[config.mk]
export PLATFORM = sky130hd
export DESIGN_NAME = chan_word_capture_flat
export DESIGN_NICKNAME = d
export VERILOG_FILES = /design/src/rtl/chan_word_capture_pkg.sv /design/src/rtl/chan_word_capture_if.sv /design/src/rtl/chan_shift_capture.sv /design/src/rtl/chan_word_capture.sv /design/src/flat_wrapper.sv
export SDC_FILE = /design/constraint.sdc
export NUM_CORES = 1
export LEC_CHECK = 0
export CAP_MARGIN = 25
export CORE_MARGIN = 2
export CORE_UTILIZATION = 30
export CTS_CLUSTER_DIAMETER = 200
export DETAILED_ROUTE_END_ITERATION = 12
export HOLD_SLACK_MARGIN = 0.03
export SETUP_SLACK_MARGIN = 0.02
export SLEW_MARGIN = 20
export SYNTH_ARGS = -nofsm -noshare
export SYNTH_HDL_FRONTEND = slang
export SYNTH_HIERARCHICAL = 1
export SYNTH_SLANG_ARGS = --single-unit
[constraint.sdc]
create_clock -name iclk -period 3.3 [get_ports iclk]
set_input_delay 0.66 -clock iclk [delete_from_list [all_inputs] [get_ports iclk]]
set_output_delay 0.66 -clock iclk [all_outputs]
set_load 0.01 [all_outputs]
[src/rtl/chan_word_capture_pkg.sv]
// Shared types and helpers for the per-channel word capture block.
package psec5_readout_pkg;

    localparam int unsigned NCH        = 8;
    localparam int unsigned WORD_W_DEF = 50;

    typedef enum logic [1:0] {
        Idle,
        Shift,
        Pend,
        Commit
    } capture_state_t;

    // Known test word: {frame_cnt, chan} zero-extended into the low bits.
    function automatic logic [63:0] pattern_word(input logic [7:0] frame_cnt,
                                                 input logic [2:0] chan);
        return {53'd0, frame_cnt, chan};
    endfunction

endpackage

[src/rtl/chan_word_capture_if.sv]
// Capture-side bus: frame request, serial streams, SPI lock and committed outputs.
// Optional test_mode signal exists only when TEST_PATTERN_EN is defined.
interface chan_word_capture_if #(
    parameter int unsigned WORD_W = 50
);
    logic              start;
    logic [7:0]        ser_in;
    logic              rd_lock;
`ifdef TEST_PATTERN_EN
    logic              test_mode;
`endif
    logic [WORD_W-1:0] ch0, ch1, ch2, ch3, ch4, ch5, ch6, ch7;
    logic              busy;
    logic              data_valid;
    logic              overrun;
    logic [7:0]        frame_cnt;

    modport master (
        output start, ser_in, rd_lock,
`ifdef TEST_PATTERN_EN
        output test_mode,
`endif
        input  ch0, ch1, ch2, ch3, ch4, ch5, ch6, ch7,
        input  busy, data_valid, overrun, frame_cnt
    );

    modport slave (
        input  start, ser_in, rd_lock,
`ifdef TEST_PATTERN_EN
        input  test_mode,
`endif
        output ch0, ch1, ch2, ch3, ch4, ch5, ch6, ch7,
        output busy, data_valid, overrun, frame_cnt
    );
endinterface

[src/rtl/chan_shift_capture.sv]
// One channel: shadow register filled bit by bit, copied to a stable hold register on commit.
module chan_shift_capture #(
    parameter int unsigned WORD_W = 50,
    parameter int unsigned CNT_W  = 6
) (
    input  logic              iclk,
    input  logic              rstn,
    input  logic              bit_in,
    input  logic [CNT_W-1:0]  bit_idx,
    input  logic              shift_en,
    input  logic              commit_en,
    output logic [WORD_W-1:0] word
);

    logic [WORD_W-1:0] shadow_q, shadow_d;
    logic [WORD_W-1:0] hold_q;

    always_comb begin
        shadow_d = shadow_q;
        for (int i = 0; i < int'(WORD_W); i++) begin
            if (shift_en && (bit_idx == CNT_W'(i))) begin
                shadow_d[i] = bit_in;
            end
        end
    end

    always_ff @(posedge iclk or negedge rstn) begin
        if (!rstn) begin
            shadow_q <= '0;
            hold_q   <= '0;
        end else begin
            shadow_q <= shadow_d;
            if (commit_en) begin
                hold_q <= shadow_q;
            end
        end
    end

    assign word = hold_q;

endmodule

[src/rtl/chan_word_capture.sv]
// Eight-channel serial word deserialiser with SPI-safe commit of hold outputs.
// Optional build macro TEST_PATTERN_EN replaces ser_in with a known per-channel pattern.
module chan_word_capture
    import psec5_readout_pkg::*;
#(
    parameter int unsigned WORD_W = WORD_W_DEF,
    parameter int unsigned CNT_W  = 6
) (
    input logic               iclk,
    input logic               rstn,
    chan_word_capture_if.slave bus
);

    capture_state_t    state_q, state_d;
    logic [CNT_W-1:0]  cnt_q, cnt_d;
    logic              data_valid_q, data_valid_d;
    logic              overrun_q, overrun_d;
    logic [7:0]        frame_cnt_q, frame_cnt_d;
    logic              test_q, test_d;
    logic              shift_en, commit_en;
    logic [NCH-1:0]    bit_in;
    logic [WORD_W-1:0] word [NCH];

`ifdef TEST_PATTERN_EN
    logic test_sel;
    assign test_sel = bus.test_mode;
`else
    logic test_sel;
    assign test_sel = 1'b0;
`endif

    always_comb begin
        state_d      = state_q;
        cnt_d        = cnt_q;
        data_valid_d = data_valid_q;
        overrun_d    = overrun_q;
        frame_cnt_d  = frame_cnt_q;
        test_d       = test_q;
        shift_en     = 1'b0;
        commit_en    = 1'b0;
        // A start outside Idle is dropped but remembered until reset.
        if (bus.start && (state_q != Idle)) begin
            overrun_d = 1'b1;
        end
        unique case (state_q)
            Idle: begin
                if (bus.start) begin
                    state_d      = Shift;
                    cnt_d        = '0;
                    data_valid_d = 1'b0;
                    test_d       = test_sel;
                end
            end
            Shift: begin
                shift_en = 1'b1;
                cnt_d    = cnt_q + 1'b1;
                if (cnt_q == CNT_W'(WORD_W - 1)) begin
                    state_d = Pend;
                    cnt_d   = '0;
                end
            end
            Pend: begin
                if (!bus.rd_lock) begin
                    state_d = Commit;
                end
            end
            Commit: begin
                commit_en    = 1'b1;
                frame_cnt_d  = frame_cnt_q + 8'd1;
                data_valid_d = 1'b1;
                state_d      = Idle;
            end
            default: state_d = Idle;
        endcase
    end

    always_ff @(posedge iclk or negedge rstn) begin
        if (!rstn) begin
            state_q      <= Idle;
            cnt_q        <= '0;
            data_valid_q <= 1'b0;
            overrun_q    <= 1'b0;
            frame_cnt_q  <= '0;
            test_q       <= 1'b0;
        end else begin
            state_q      <= state_d;
            cnt_q        <= cnt_d;
            data_valid_q <= data_valid_d;
            overrun_q    <= overrun_d;
            frame_cnt_q  <= frame_cnt_d;
            test_q       <= test_d;
        end
    end

    for (genvar g = 0; g < NCH; g++) begin : g_chan
`ifdef TEST_PATTERN_EN
        logic [63:0] pat;
        assign pat       = pattern_word(frame_cnt_q, 3'(g));
        assign bit_in[g] = test_q ? pat[cnt_q] : bus.ser_in[g];
`else
        assign bit_in[g] = bus.ser_in[g];
`endif
        chan_shift_capture #(
            .WORD_W (WORD_W),
            .CNT_W  (CNT_W)
        ) u_chan (
            .iclk      (iclk),
            .rstn      (rstn),
            .bit_in    (bit_in[g]),
            .bit_idx   (cnt_q),
            .shift_en  (shift_en),
            .commit_en (commit_en),
            .word      (word[g])
        );
    end

    assign bus.ch0        = word[0];
    assign bus.ch1        = word[1];
    assign bus.ch2        = word[2];
    assign bus.ch3        = word[3];
    assign bus.ch4        = word[4];
    assign bus.ch5        = word[5];
    assign bus.ch6        = word[6];
    assign bus.ch7        = word[7];
    assign bus.busy       = (state_q != Idle);
    assign bus.data_valid = data_valid_q;
    assign bus.overrun    = overrun_q;
    assign bus.frame_cnt  = frame_cnt_q;

    // test_q is only consumed by the pattern path.
    logic unused_test;
    assign unused_test = test_q;

endmodule

[src/flat_wrapper.sv]
// flat-port wrapper written by rule: the top's interface ports become plain ports
module chan_word_capture_flat import psec5_readout_pkg::*;
#(
    parameter int unsigned WORD_W = WORD_W_DEF,
    parameter int unsigned CNT_W  = 6
)
  (iclk, rstn, bus_start, bus_ser_in, bus_rd_lock, bus_ch0, bus_ch1, bus_ch2, bus_ch3, bus_ch4, bus_ch5, bus_ch6, bus_ch7, bus_busy, bus_data_valid, bus_overrun, bus_frame_cnt);
  chan_word_capture_if #(.WORD_W(WORD_W)) bus_i ();
  input logic iclk;
  input logic rstn;
  input wire logic [$bits(bus_i.start)-1:0] bus_start;
  input wire logic [$bits(bus_i.ser_in)-1:0] bus_ser_in;
  input wire logic [$bits(bus_i.rd_lock)-1:0] bus_rd_lock;
  output wire logic [$bits(bus_i.ch0)-1:0] bus_ch0;
  output wire logic [$bits(bus_i.ch1)-1:0] bus_ch1;
  output wire logic [$bits(bus_i.ch2)-1:0] bus_ch2;
  output wire logic [$bits(bus_i.ch3)-1:0] bus_ch3;
  output wire logic [$bits(bus_i.ch4)-1:0] bus_ch4;
  output wire logic [$bits(bus_i.ch5)-1:0] bus_ch5;
  output wire logic [$bits(bus_i.ch6)-1:0] bus_ch6;
  output wire logic [$bits(bus_i.ch7)-1:0] bus_ch7;
  output wire logic [$bits(bus_i.busy)-1:0] bus_busy;
  output wire logic [$bits(bus_i.data_valid)-1:0] bus_data_valid;
  output wire logic [$bits(bus_i.overrun)-1:0] bus_overrun;
  output wire logic [$bits(bus_i.frame_cnt)-1:0] bus_frame_cnt;
  assign bus_i.start = bus_start;
  assign bus_i.ser_in = bus_ser_in;
  assign bus_i.rd_lock = bus_rd_lock;
  assign bus_ch0 = bus_i.ch0;
  assign bus_ch1 = bus_i.ch1;
  assign bus_ch2 = bus_i.ch2;
  assign bus_ch3 = bus_i.ch3;
  assign bus_ch4 = bus_i.ch4;
  assign bus_ch5 = bus_i.ch5;
  assign bus_ch6 = bus_i.ch6;
  assign bus_ch7 = bus_i.ch7;
  assign bus_busy = bus_i.busy;
  assign bus_data_valid = bus_i.data_valid;
  assign bus_overrun = bus_i.overrun;
  assign bus_frame_cnt = bus_i.frame_cnt;
  chan_word_capture #(.WORD_W(WORD_W), .CNT_W(CNT_W)) u_core (.iclk(iclk), .rstn(rstn), .bus(bus_i));
endmodule
==> flow_summary.ini <==
[outcome]
status = complete, no violations

[setup_path]
start_kind = register
cp_max_fo = 6
worst-setup-path-type = register to output pin
startpoint = u_core/state_q[0]
required_ns = 2.64
critPathArrivalTime_ns = 2.49
critPathCaptureType = output pin
rr_startpoint = u_core/cnt_q[0]

[sta]
slew_headroom = 0.309
rsz0062_at_grt = no
period_share = 0.955
setup_ws_ns = 0.147
final_hold_viol_count = 0
setup_viol = 0
fmax_ghz = 0.317
hold_slack_ns = 0.469
drv_slew = 0
finalCriticalPeriod_ns = 3.15
fin_worst_skew_ns = 0.0289
setup_tns_ns = 0
tightest_slew_ns = 1.04

[route]
vias = 20500
wirelength_um = 88300
drtAntennaViolNets = 0
firstDrtPassIters = 4
via_per_inst = 4.61
drc = 0
drt_iter0_drc = 990
route.detailed.wl_per_inst_um = 19.8

[global_route]
track_usage = 0.149
grt_overflow = 0
grt_max_degree = 79
first_global_vias = 21200
antenna_found_initial = 1
grt_pass1_wl_um = 135000

[placement]
dp_hpwl_um = 58400
dpl_worst_slack_ns = 0.806
port_buffers = 422
dp.cells = 4281
globalplace.congestion = 0.728

[cts]
path_clk_slew_ns = 0.06
clock_path_buffers = 3
cts-htree-levels = 3
cts_buffers = 93
cts_num_sinks = 818
clkLatencyLatePin_ns = 0.66
ctsResizeCount = 0
cts_root_buf = clkbuf_16
cts_tree = yes

[finish]
layout-drive-gt1-share = 0.190
final_cell_mix = dfrtp_1 (812), mux2_1 (537), clkdlybuf4s50_1 (420), nand2_1 (275), mux2_2 (266)
antennaDiodeCount = 0
final_common_cell = dfrtp_1
fin_nets = 2885
fin_cells = 4453
area_growth_pct = 27.3

[hold_path]
hold_class = register to register
hp-start = u_core/g_chan[7].u_chan/shadow_q[1]

[die]
rows = 124
start_util = 0.302
die_h_um = 343
dieArea_sq_mm = 0.117
io_pins = 423
chipWidth_um = 343
core_sq_mm = 0.114

[logic_synthesis]
avgSynthCellArea_sq_um = 14.3
synth_ff_type = dfrtp_1
netlist_area_sq_mm = 0.0344
ys_seq_area_frac = 0.595
yosysUniqueCellTypes = 43
synth_edf_count = 0
synth_warnings = 6
synthArstFlopShare = 1.00
syn_nets = 2432
ys_seq_elements = 818
synth_cells = 2412

[pwr]
p_leak_nw = 18.4
finalPower_w = 0.0381
p_per_area_mw_per_mm2 = 869
ir_drop_uv = 503

[run]
maxCapViolCount = 0
logic make-up after synthesis:
group | count (synthesis) | share of synthesized area
compound gates | 16 | 0.00313
fa+ha+maj | 8 | 0.00291
simple gates | 607 | 0.110
flops | 818 | 0.595
buf+inv | 150 | 0.0231
xor+xnor | 7 | 0.00178
mux | 806 | 0.264
stage by stage:
step                      cell area, sq um  utilization
after global routing                 43800        0.384
after detailed placement             40600        0.356
after global placement               40600        0.356
after CTS                            43800        0.384
after floorplan                      34400            -
final                                43800        0.384
critical path: stages (launching register included):
cell and delay, ns:
dfrtp_1 0.48, inv_1 0.13, ha_1 0.30, inv_1 0.31
clkdlybuf4s50_1 0.61
path summary, 6_finish.rpt:
path                                                         to  slack (ns)  depth (start not counted)
max                                                    bus_busy        0.15                          4
min in group asynchronous      u_core/g_chan[2].u_chan/word[48]        0.65                          2
min reg2reg                     u_core/g_chan[7].u_chan/word[1]        0.47                          1
max reg2reg                u_core/g_chan[3].u_chan/shadow_q[49]        0.81                          4
min                             u_core/g_chan[7].u_chan/word[1]        0.47                          1
max in group asynchronous  u_core/g_chan[1].u_chan/shadow_q[23]        1.71                          3
state kept, by name, indices dropped and copies added, names as in the netlist:
register,count
u_core/bus.frame_cnt,8
u_core/bus.overrun,1
u_core/bus.data_valid,1
u_core/g_chan.u_chan/shadow_q,400
u_core/cnt_q,6
u_core/state_q,2
u_core/g_chan.u_chan/word,400
cell type report:
cell class              instances  area, sq um
flip-flops and latches        818        20500
clock buffers                 141         2790
fillers                     10800        70200
multi-input cells            1444        13200
clock inverters                30          379
well taps                    1512         1890
repair buffers                503         5070
inverters                       5         18.8
repair_timing:
item,CTS,global route
hold endpoints to repair,6,0
buffers inserted,0,0
hold buffers,1,0
Yosys cell counts, types with 8 or more instances:
cell | count | area, sq um
clkbuf_1 | 49 | 184
ha_1 | 8 | 100
mux2_2 | 266 | 3000
or3b_1 | 8 | 70.1
buf_2 | 64 | 320
and4bb_1 | 48 | 601
nor3b_2 | 8 | 100
buf_4 | 24 | 180
nand4b_1 | 33 | 289
nand4_1 | 27 | 169
and3b_1 | 16 | 140
nor4_2 | 8 | 100
nor4b_4 | 16 | 380
nand2_1 | 275 | 1030
dfrtp_1 | 818 | 20500
nor4b_2 | 16 | 240
mux2_1 | 537 | 6050
nand3b_1 | 17 | 128
buf_6 | 8 | 90.1
nor2_1 | 124 | 465
per-layer routing:
metal,track usage,vias to the layer above,share of wire
li1,-,9446,-
met1,0.212,10600,0.48
met2,0.230,373,0.46
met3,0.0310,116,0.044
met4,0.0387,0,0.019
met5,0,-,0
where the power goes:
| part | leakage (nW) | switching, W | internal, W |
|---|---|---|---|
| registers | 10.1 | 0.00218 | 0.0126 |
| logic | 6.74 | 0.00593 | 0.00682 |
| clock network | 1.55 | 0.00427 | 0.00625 |
| total | 18.4 | 0.0124 | 0.0257 |
No activity file was read; power rests on OpenSTA's default activity.
